--- src/rtl/mor_fsm_if.sv ---
// mor_fsm_if: serial detector bus, din (bit stream into detector) and y (detect flag out of detector)
interface mor_fsm_if;
  logic din;
  logic y;
  modport master(output din, input y);
  modport slave(input din, output y);
endinterface

--- src/rtl/mor_fsm.sv ---
// mor_fsm: Moore "1010"-style sequence detector; clk, reset (sync active-low), bus.din serial in, bus.y registered match flag
module mor_fsm #(
  parameter int PAT_LEN = 4,
  parameter logic [PAT_LEN-1:0] PATTERN = 4'b1010,
  parameter bit OVERLAP = 1'b1
) (
  input logic clk,
  input logic reset,
  mor_fsm_if.slave bus
);
  localparam int SW = $clog2(PAT_LEN + 1);
  typedef enum logic [SW-1:0] {S0 = '0, SM = SW'(PAT_LEN)} state_t;
  function automatic int nxt(int k, logic d);
    int n, r;
    logic ok, b;
    n = (k == PAT_LEN && !OVERLAP) ? 0 : k;
    r = 0;
    for (int j = 1; j <= PAT_LEN; j++) if (j <= n + 1) begin
      ok = 1'b1;
      for (int i = 0; i < j; i++) begin
        b = (n + 1 - j + i == n) ? d : PATTERN[PAT_LEN - 1 - (n + 1 - j + i)];
        ok = ok & (b == PATTERN[PAT_LEN - 1 - i]);
      end
      r = ok ? j : r;
    end
    return r;
  endfunction
  logic [SW-1:0] tbl [2**(SW+1)];
  for (genvar s = 0; s < 2**SW; s++) begin : g_s
    for (genvar d = 0; d < 2; d++) begin : g_d
      assign tbl[s*2+d] = (s > PAT_LEN) ? '0 : SW'(nxt(s, 1'(d)));
    end
  end
  state_t state;
  always_ff @(posedge clk) begin
    state <= reset ? state_t'(tbl[{state, bus.din}]) : S0;
    bus.y <= reset && (tbl[{state, bus.din}] == SM);
  end
endmodule

--- src/flat_wrapper.sv ---
// flat-port wrapper written by rule: the top's interface ports become plain ports
module mor_fsm_flat 
#(
  parameter int PAT_LEN = 4,
  parameter logic [PAT_LEN-1:0] PATTERN = 4'b1010,
  parameter bit OVERLAP = 1'b1
)
  (clk, reset, bus_din, bus_y);
  mor_fsm_if bus_i ();
  input logic clk;
  input logic reset;
  input wire logic [$bits(bus_i.din)-1:0] bus_din;
  output wire logic [$bits(bus_i.y)-1:0] bus_y;
  assign bus_i.din = bus_din;
  assign bus_y = bus_i.y;
  mor_fsm #(.PAT_LEN(PAT_LEN), .PATTERN(PATTERN), .OVERLAP(OVERLAP)) u_core (.clk(clk), .reset(reset), .bus(bus_i));
endmodule
--- config.mk ---
export PLATFORM = sky130hd
export DESIGN_NAME = mor_fsm_flat
export DESIGN_NICKNAME = d
export VERILOG_FILES = /design/src/rtl/mor_fsm_if.sv /design/src/rtl/mor_fsm.sv /design/src/flat_wrapper.sv
export SDC_FILE = /design/constraint.sdc
export NUM_CORES = 1
export LEC_CHECK = 0
export CAP_MARGIN = 30
export CORE_AREA = 8 8 45 47
export DETAILED_ROUTE_END_ITERATION = 10
export DIE_AREA = 0 0 53 55
export PLACE_DENSITY_LB_ADDON = 0.1
export SKIP_CTS_REPAIR_TIMING = 1
export SYNTH_ARGS = -nofsm -noshare
export SYNTH_HDL_FRONTEND = slang
export SYNTH_SLANG_ARGS = --single-unit
export TNS_END_PERCENT = 5
--- constraint.sdc ---
create_clock -name clk -period 0.93 [get_ports clk]
set_input_delay 0.093 -clock clk [delete_from_list [all_inputs] [get_ports clk]]
set_output_delay 0.093 -clock clk [all_outputs]
set_load 0.02 [all_outputs]
==> reports/qor.csv <==
stage,metric,value,unit
route,post-route ant nets,0,
synthesis,"top cells by count, synth","dfxtp_1, and4bb_1, nor2_1",
synthesis,most frequent cell after synthesis,dfxtp_1,
die,Die Y,55,um
synthesis,Yosys warnings,0,
synthesis,Synth top area share,53.3,%
final_layout,n_diodes,0,
setup_path,cell family with most CP delay,flip-flops,
clocking,"CTS clk-pin slew, worst paths",0.04,ns
clocking,htree depth,1,
die,die area,2920,um2
power,pwr dens,1730,nW/um2
final_layout,P&R area growth vs syn,64.2,%
setup_path,WP buf/inv,0,
synthesis,Most used DFF post-synth,dfxtp_1,
power,Sequential Power Share,42.5,%
synthesis,sequential element share of the synthesized area,53.3,%
power,P_sw,86.8,uW
route,Iter 0 DRT Violations,1,
route,DRC,0,
synthesis,Post-synth ARST share,0,%
final_layout,Register Area,83.8,um2
clocking,clk buf depth,2,
global_routing,initial antenna violation count,0,
route,Vias,137,
die,core footprint,1380,um2
global_routing,"Remaining Overflow, GRT",0,
route,First-pass DRT Iterations,3,
die,Initial Util,10.8,%
final_layout,share of cells above drive strength 1,38.1,%
placement,Buffers on Ports,3,
sta,Max-slew headroom,80.2,%
final_layout,NumNets Final,26,
final_layout,Multi-input gate area,70.1,um2
clocking,Sink Count,4,
synthesis,Synth Instances,13,
power,maximum VDD drop,773,uV
power,P_int,340,uW
status,violated checks,negative setup slack,
worst_hold_path,Worst Hold Class,input port to register,
final_layout,final cell count without fillers,37,
status,outcome,"finished, violations left",
global_routing,vias in the first global route,118,
route,vias per cell,3.70,
clocking,worst skew pair latency,0.24,ns
setup_path,worst-path maximum fanout,3,
global_routing,largest net degree at the start of global routing,6,
sta,post-layout min period,0.954,ns
power,combinational fraction of design power,6.4,%
setup_path,worst setup path category,register to register,
setup_path,required time of the critical path,1.05,ns
power,Static Leakage,0.123,nW
sta,final period utilization,103,%
sta,Fin. Hold Viols,0,
synthesis,Yosys top cell by area,dfxtp_1,
setup_path,largest stage delay on the critical path,0.33,ns
synthesis,synthesized area per cell,11.5,um2
route,Routed WL per cell,10.6,um
sta,Max Fclk,1.05,GHz
placement,Final GP Congestion,0.638,
synthesis,Yosys reg bits,4,
clocking,CTS tree,built,
synthesis,syn nets,16,
sta,Slew @ Worst Pin,0.292,ns
global_routing,first-pass GRT wire length,524,um
synthesis,Area contributors post-synth,"dfxtp_1, and4bb_1, nand4b_1",
setup_path,worst path cell trace,and4bb_1 > o31a_1,
placement,Placed Area,215,um2
final_layout,FILL cells,151,
die,FP Rows,14,
global_routing,GRT Total Usage,2.90,%
synthesis,Post-synth EDFFs,0,
sta,final setup vio count,1,
clocking,Num CTS Buffers,3,
setup_path,Critical Path Source Type,register,
synthesis,Yosys cell types,8,
setup_path,CP arrival,1.07,ns
synthesis,cell area after synthesis,150,um2
placement,dpl cells,34,
die,io pins,4,
die,die width,53,um
setup_path,crit end category,register,
sta,fin. max-slew vios,0,
job,max-cap violation count,0,
route,drt total wl,392,um
power,Clock power frac,51.2,%
sta,RSZ-0062 raised after global routing,yes,
clocking,Root Driver,clkbuf_4,
final_layout,finished layout cell area,246,um2
setup_path,slowest CP cell,dfxtp_2,
power,Net Sw Frac,20.3,%
sta,skew final,0.00566,ns
sta,fin worst setup slack,-0.0237,ns
-- kinds of logic (layout without fill, tap and decap cells) --
logic type,count (synthesis),in the layout,share of synthesized area [%]
DFF,4,4,53.3
and+or+nand+nor,7,7,37.5
buffers and inverters,0,8,0
AOI/OAI and AO/OA,2,2,9.16
-- final timing paths --
| path | start | end | slack [ns] | cells after the start |
|---|---|---|---|---|
| worst min register to register | u_core.state[1]$_SDFF_PN0_ | u_core.bus.y$_DFF_P_ | 0.52 | 2 |
| worst max register to register | u_core.state[0]$_SDFF_PN0_ | u_core.state[1]$_SDFF_PN0_ | -0.02 | 2 |
| worst max-delay path | u_core.state[0]$_SDFF_PN0_ | u_core.state[1]$_SDFF_PN0_ | -0.02 | 2 |
| worst min-delay path | bus_din | u_core.bus.y$_DFF_P_ | 0.21 | 3 |
-- power by group through the flow --
stage                     Sequential [mW]  Combinational (mW)  Clock, mW
after floorplan                     0.183             0.00684          0
after global placement              0.183              0.0280          0
after detailed placement            0.183              0.0271          0
after CTS                           0.180              0.0274      0.221
after global routing                0.182              0.0297      0.235
final                               0.181              0.0272      0.218
-- layout by cell type, fill, tap and decap left out, drive strengths merged --
| cell | count |
|---|---|
| and3 | 1 |
| and4bb | 2 |
| buf | 2 |
| clkbuf | 3 |
| clkdlybuf4s50 | 1 |
| dfxtp | 4 |
| dlymetal6s2s | 2 |
| nand4b | 1 |
| nor2 | 2 |
| nor4b | 1 |
| o21ai | 1 |
| o31a | 1 |
-- cell type report --
class | instances | area share (%)
clock buffers | 3 | 9.14
multi-input cells | 9 | 28.4
well taps | 16 | 8.12
repair buffers | 5 | 20.3
flip-flops and latches | 4 | 34.0
-- state kept, by name, summed over array words and instances (netlist names) --
signal,count
u_core.bus.y,1
u_core.state,3
-- through the flow --
stage / power (mW) / hold slack [ns] / util (%) / TNS [ns] / setup slack, ns
6_report: 0.427 / 0.207 / 17.8 / -0.0237 / -0.0237
5_1_grt: 0.446 / 0.230 / 17.8 / -0.0766 / -0.0766
4_1_cts: 0.429 / 0.489 / 17.2 / -0.360 / -0.311
3_5_place_dp: 0.210 / 0.534 / 15.6 / -0.330 / -0.248
3_3_place_gp: 0.211 / 0.536 / 15.6 / -0.363 / -0.253
2_1_floorplan: 0.189 / 0.165 / - / 0 / 0.00109
-- metal layers --
metal	up-vias	part of all wire, %	track usage [%]
li1	68	-	-
met3	0	15	5.08
met2	5	42	2.73
met1	64	43	3.04
met5	-	0	0
met4	0	0	0
-- worst reg2reg max path, cell delays in order (launching register included) --
cell      delay, ns
dfxtp_2        0.33
and4bb_1       0.21
o31a_1         0.29
Note: power is estimated with default switching activity, not from simulation.
